===== config.mk =====
export PLATFORM = sky130hd
export DESIGN_NAME = imm_extend_unit
export DESIGN_NICKNAME = d
export VERILOG_FILES = /design/src/rtl/imm_extend_unit.sv
export SDC_FILE = /design/constraint.sdc
export NUM_CORES = 1
export LEC_CHECK = 0
export BUFFER_PORTS_ARGS = -buffer_cell sky130_fd_sc_hd__buf_2
export CAP_MARGIN = 40
export CORE_UTILIZATION = 31
export CTS_CLUSTER_SIZE = 24
export DETAILED_ROUTE_END_ITERATION = 10
export GPL_ROUTABILITY_DRIVEN = 0
export HOLD_SLACK_MARGIN = 0.1
export SLEW_MARGIN = 15
export SYNTH_ARGS = -nofsm -noshare
export SYNTH_HDL_FRONTEND = slang
export SYNTH_SLANG_ARGS = --single-unit

===== constraint.sdc =====
create_clock -name clk -period 2.1 [get_ports clk]
set_input_delay 0 -clock clk [delete_from_list [all_inputs] [get_ports clk]]
set_output_delay 0 -clock clk [all_outputs]
set_load 0.005 [all_outputs]

===== src/rtl/imm_extend_unit.sv =====
// imm_extend_unit: widens a MIPS immediate (zero / sign / branch-shift / load-upper); IMMEXT_SKID_EN selects the skid build.
// Latency: 1 cycle (out_data is registered); sustains one item per cycle.
// Backpressure: skid build absorbs 2 items behind a registered in_ready; default build passes out_ready through to in_ready.
module imm_extend_unit #(
    parameter int IN_W     = 8,
    parameter int OUT_W    = 16,
    parameter int BR_SHIFT = 2
) (
    input  logic             clk,
    input  logic             rst,
    input  logic             in_valid,
    output logic             in_ready,
    input  logic [IN_W-1:0]  in_imm,
    input  logic [1:0]       in_mode,
    output logic             out_valid,
    input  logic             out_ready,
    output logic [OUT_W-1:0] out_data,
    output logic [1:0]       out_mode
);

    if (IN_W < 2 || BR_SHIFT < 0 || OUT_W < IN_W + BR_SHIFT) begin : g_bad_params
        $error("imm_extend_unit: need IN_W >= 2, BR_SHIFT >= 0, OUT_W >= IN_W + BR_SHIFT");
    end

    typedef struct packed {
        logic [1:0]       mode;
        logic [OUT_W-1:0] data;
    } item_t;

    item_t            new_item;
    item_t            main_q;
    logic [OUT_W-1:0] zext;
    logic [OUT_W-1:0] sext;
    logic [OUT_W-1:0] upper;
    logic             in_xfer;
    logic             out_xfer;
    logic             load_main;

    always_comb begin
        zext            = '0;
        zext[IN_W-1:0]  = in_imm;
        sext            = {OUT_W{in_imm[IN_W-1]}};
        sext[IN_W-1:0]  = in_imm;
        upper           = '0;
        upper[OUT_W-1 -: IN_W] = in_imm;
        new_item.mode   = in_mode;
        new_item.data   = '0;
        unique case (in_mode)
            2'b00:   new_item.data = zext;
            2'b01:   new_item.data = sext;
            // OUT_W >= IN_W + BR_SHIFT guarantees only sign copies fall off the top
            2'b10:   new_item.data = sext << BR_SHIFT;
            default: new_item.data = upper;
        endcase
    end

`ifdef IMMEXT_SKID_EN
    typedef enum logic [1:0] {EMPTY, MAIN, FULL} state_t;
    state_t state_q;
    state_t state_d;
    item_t  skid_q;
    logic   load_skid;
    logic   main_from_skid;

    // FULL is exactly "skid valid", so in_ready never looks at out_ready
    assign in_ready = (state_q != FULL) && !rst;
`else
    typedef enum logic {EMPTY, MAIN} state_t;
    state_t state_q;
    state_t state_d;

    assign in_ready = !rst && (!out_valid || out_ready);
`endif

    assign out_valid = (state_q != EMPTY);
    assign out_data  = main_q.data;
    assign out_mode  = main_q.mode;
    assign in_xfer   = in_valid && in_ready;
    assign out_xfer  = out_valid && out_ready;

    always_comb begin
        state_d   = state_q;
        load_main = 1'b0;
`ifdef IMMEXT_SKID_EN
        load_skid      = 1'b0;
        main_from_skid = 1'b0;
        case (state_q)
            EMPTY: if (in_xfer) begin
                state_d   = MAIN;
                load_main = 1'b1;
            end
            MAIN: begin
                if (in_xfer && !out_xfer) begin
                    state_d   = FULL;
                    load_skid = 1'b1;
                end else if (in_xfer && out_xfer) begin
                    load_main = 1'b1;
                end else if (out_xfer) begin
                    state_d = EMPTY;
                end
            end
            FULL: if (out_xfer) begin
                state_d        = MAIN;
                main_from_skid = 1'b1;
            end
            default: state_d = EMPTY;
        endcase
`else
        case (state_q)
            EMPTY: if (in_xfer) begin
                state_d   = MAIN;
                load_main = 1'b1;
            end
            // in_ready implies out_ready here, so an accept is always a replace
            MAIN: begin
                if (in_xfer) begin
                    load_main = 1'b1;
                end else if (out_xfer) begin
                    state_d = EMPTY;
                end
            end
            default: state_d = EMPTY;
        endcase
`endif
    end

    always_ff @(posedge clk) begin
        if (rst) begin
            state_q <= EMPTY;
            main_q  <= '0;
`ifdef IMMEXT_SKID_EN
            skid_q  <= '0;
`endif
        end else begin
            state_q <= state_d;
            if (load_main) begin
                main_q <= new_item;
            end
`ifdef IMMEXT_SKID_EN
            else if (main_from_skid) begin
                main_q <= skid_q;
            end
            if (load_skid) begin
                skid_q <= new_item;
            end
`endif
        end
    end

endmodule


* Word level (Yosys, flattened, before mapping)
Index checks and enable logic that the tools add are counted.
** Storage, ports and cells
- Word-level logic and storage cells :: 18
- Bits in registers :: 19
- Input port bits :: 14
- Output and inout port bits :: 20
** Operators by class
- Reduce and logical (&&, ||, !) cells :: 7
- Bitwise gates (word level) :: 1
- Eq/ne operators :: 2
- Mux-type cells :: 5
** Operators with widths (number)
- 16-bit case mux with 3 select lines :: 1
- 1-bit logical AND :: 3
- 1-bit 2-to-1 mux :: 3
- 2-bit by 1-bit == test with 1-bit output, second input constant :: 1
- 2-bit == test, second input constant :: 1
- 1-bit logical NOT :: 2
- 2-bit logical NOT :: 1
- 1-bit case mux with 2 select lines :: 1
- 1-bit logical OR :: 1
- 1-bit inverter :: 1

* Depth between registers and ports, before layout
- Word-level depth :: 6
- Gate-level depth with buffers :: 5
- Depth with buffers taken out :: 3

* Least setup slack after synthesis
OpenSTA, ideal clock, no wires.
- Path kind :: reg2reg
- Start point :: register state_q (netlist: out_valid)
- End point :: register main_q, in the netlist out_data[10]
- Clock period less this slack :: 994 ps
- Cell stages (with the launch flop) :: 5
- Data arrival time :: 865 ps
- Path slack :: 1106 ps
- Library setup time :: 129 ps
- Required time :: 1971 ps
- Cell sequence :: dfxtp_1 -> nor2b_2 -> nor2_4 -> buf_6 -> a31oi_1
** On the way
- Longest elaborated chain between the ends :: 5
** Ends and longest elaborated chain
- start: declaration :: line 69 : state_t state_q;
- start signal: assignment :: line 135 : state_q <= state_d;
- 1-bit logical NOT :: line 72 : assign in_ready = !rst && (!out_valid || out_ready);
- 1-bit logical OR :: line 72
- 1-bit logical AND :: line 72
- 1-bit logical AND :: line 78 : assign in_xfer = in_valid && in_ready;
- 1-bit 2-to-1 mux :: line 110, 116
- end signal: assignment :: line 137 : main_q <= new_item;
- end: declaration :: line 31 : item_t main_q;
Every way passes these cells.
A chain may end at the register's enable or synchronous reset.

* Worst setup path after layout
- Start point :: input in_mode[1]
- End point :: register main_q, in the netlist out_data[13]
** On the way
- Longest elaborated chain between the ends :: 2
** Ends and longest elaborated chain
- start: declaration :: line 14 : input logic [1:0] in_mode,
- 2-bit == test (tied with other cells) :: line 48 : unique case (in_mode)
- 16-bit case mux with 3 select lines (*) :: line 48
Every way passes the cells marked *; elsewhere a longest branch is shown, timed or not.

==> impl_metrics.tcl <==
set metrics [dict create \
    yosysWarningCount 0 \
    p_per_area_mw_per_mm2 594 \
    synth-adder-area-share 0 \
    area_delta_synth_final_pct 40.1 \
    cts-buffers-inserted 3 \
    diodes 0 \
    worstMarginPinSlew_ns 0.642 \
    avgSynthCellArea_sq_um 8.45 \
    hold_class "primary input to register" \
    synth_top_area_frac 0.413 \
    synth-seq-cells 19 \
    cp.required_ns 2.28 \
    relSlewSlack 0.572 \
    synth_area_leaders "dfxtp_1, a21oi_1, nor2b_1" \
    hold_depth 2 \
    postCtsSetupBuffers 0 \
    layout_common_cells "buf_2, a21oi_1, dlygate4sd3_1, dfxtp_1, nor2b_1" \
    fp.dieArea_sq_mm 0.00319 \
    insertion_delay_ns 0.29 \
    core-area_sq_mm 0.00278 \
    rsz0062_at_grt "false" \
    ioPinCount 34 \
    vdd_drop_max_v 0.000382 \
    clkTransAtPathRegs_ns 0.11 \
    fmax_mhz 555 \
    antenna_found_initial 0 \
    hold_viol_final 0 \
    initial_core_util 0.331 \
    final_nets 172 \
    setup_violations 0 \
    hpwlAfterDp_um 1500 \
    arrival_ns 1.98 \
    final_common_cell "buf_2" \
    grt_remaining_overflow 0 \
    synthCells 109 \
    finalCriticalPeriod_ns 1.80 \
    grt_start_max_net_pins 23 \
    r2r.worst_path.cells 4 \
    dr_total_vias 954 \
    cts.path.max_buffers 2 \
    synth_top_family_by_area "simple AND/OR/NAND/NOR gates" \
    drt-vias-per-instance 5.07 \
    yosys.area_share.xor_xnor 0 \
    htreeDepth 1 \
    cp_max_fo 14 \
    synth_async_sr_flop_share 0 \
    drive_above_1_share 0.268 \
    hold_slack_ns 0.0927 \
    cts_tree "done" \
    row_count 19 \
    total_power_uw 767 \
    synth_edf_count 0 \
    routed_wl_um 2320 \
    track_usage 0.157 \
    synthFlopType "dfxtp_1" \
    cts.sinks 19 \
    synth_cell_type_count 25 \
    die_w_um 56.5 \
    drtIter0Drc 18 \
    dr.pass1.iters 4 \
    wire_per_inst_um 12.4 \
    cp-end-kind "register" \
    fin_setup_tns_ns 0 \
    die_h_um 56.5 \
    syn_area_sq_um 921 \
    startpoint_type "primary input" \
    grt_pass1_vias 883 \
    crit_type "primary input to register" \
    synth-seq-area-share 0.413 \
    postRouteAntennaNets 0 \
    final_util 0.464 \
    synthSimpleGateAreaFrac 0.257 \
    power.leakage_uw 0.000547 \
    syn-num-nets 123 \
    numPortBuffers 33 \
    max_cap_violations 0 \
    yosys.area.top_type "dfxtp_1" \
    root_buffer "clkbuf_4" \
    muxShareOfSynthArea 0.0231 \
    post-route-period-util 0.858 \
    final_max_slew_viol_count 0 \
    synth_compound_area_frac 0.243 \
    drc 0 \
    grt_pass1_wl_um 3940 \
    finClkSkew_ns 0.00715 \
    cts_resized 0 \
    status "completed" \
]
==> cell type report <==
type                       instances  area, sq um
clock buffer                       4         26.3
multi-input combinational         81          482
timing repair buffer              53          363
tap                               31         38.8
sequential                        19          380
fill                             270         1490
==> what timing repair did <==
item,4_1_cts,5_1_grt
hold buffers,19,0
endpoints found under the setup margin,0,0
endpoints found under the hold margin,17,0
==> worst max-delay path, cell delays in order <==
cell and delay, ns:
dlygate4sd3_1 0.53, buf_2 0.20, and2b_4 0.22, o21ai_2 0.28
a31oi_1 0.14, dlygate4sd3_1 0.60
==> registers in the layout, indices dropped and copies added (netlist names) <==
signal / flops
out_valid: 1
out_mode: 2
out_data: 16
==> final timing paths <==
path              slack [ns]                      start                         to
setup reg to reg        0.35       out_valid$_SDFF_PP0_  out_data[13]$_SDFFE_PP0P_
hold / removal          0.09                        rst       out_valid$_SDFF_PP0_
setup / recovery        0.30                 in_mode[1]  out_data[13]$_SDFFE_PP0P_
hold reg to reg         0.47  out_data[15]$_SDFFE_PP0P_  out_data[15]$_SDFFE_PP0P_
==> cell usage after synthesis (2+ instances only) <==
cell type,count
a21oi_1,20
nor2_1,3
nand3_1,2
nor2b_1,15
a211oi_1,5
buf_4,2
nand4b_1,2
o21ai_1,3
clkbuf_1,2
a31oi_1,7
o21ai_0,2
buf_6,2
dfxtp_1,19
buf_2,2
nand2_1,8
nand2b_1,6
==> power by group <==
part,switching [uW],internal [uW]
Clock,107,73.8
Sequential,11.7,389
Combinational,85.3,99.8
Total,204,562
==> routing by layer <==
| layer | GRT usage | wire (um) | share of wire | up-vias |
|---|---|---|---|---|
| met5 | 0 | 0 | 0 | - |
| met4 | 0.0627 | 16 | 0.0069 | 0 |
| met3 | 0.0276 | 110 | 0.047 | 2 |
| met2 | 0.269 | 1160 | 0.50 | 20 |
| met1 | 0.193 | 1040 | 0.45 | 454 |
| li1 | - | - | - | 478 |
==> cell families after synthesis <==
logic type	after synthesis
AOI/OAI and AO/OA	39
buffers and inverters	9
DFF	19
muxes	2
and+or+nand+nor	40
==> per-stage QoR <==
stage / std cells / setup slack [ns] / cell area (sq um)
3_5_place_dp: 165 / 0.875 / 1070
2_1_floorplan: 109 / 1.11 / 921
3_3_place_gp: 165 / 0.950 / 1070
4_1_cts: 188 / 0.390 / 1290
5_1_grt: 188 / 0.245 / 1290
6_report: 188 / 0.299 / 1290
Power figures use the tool's default switching activity.
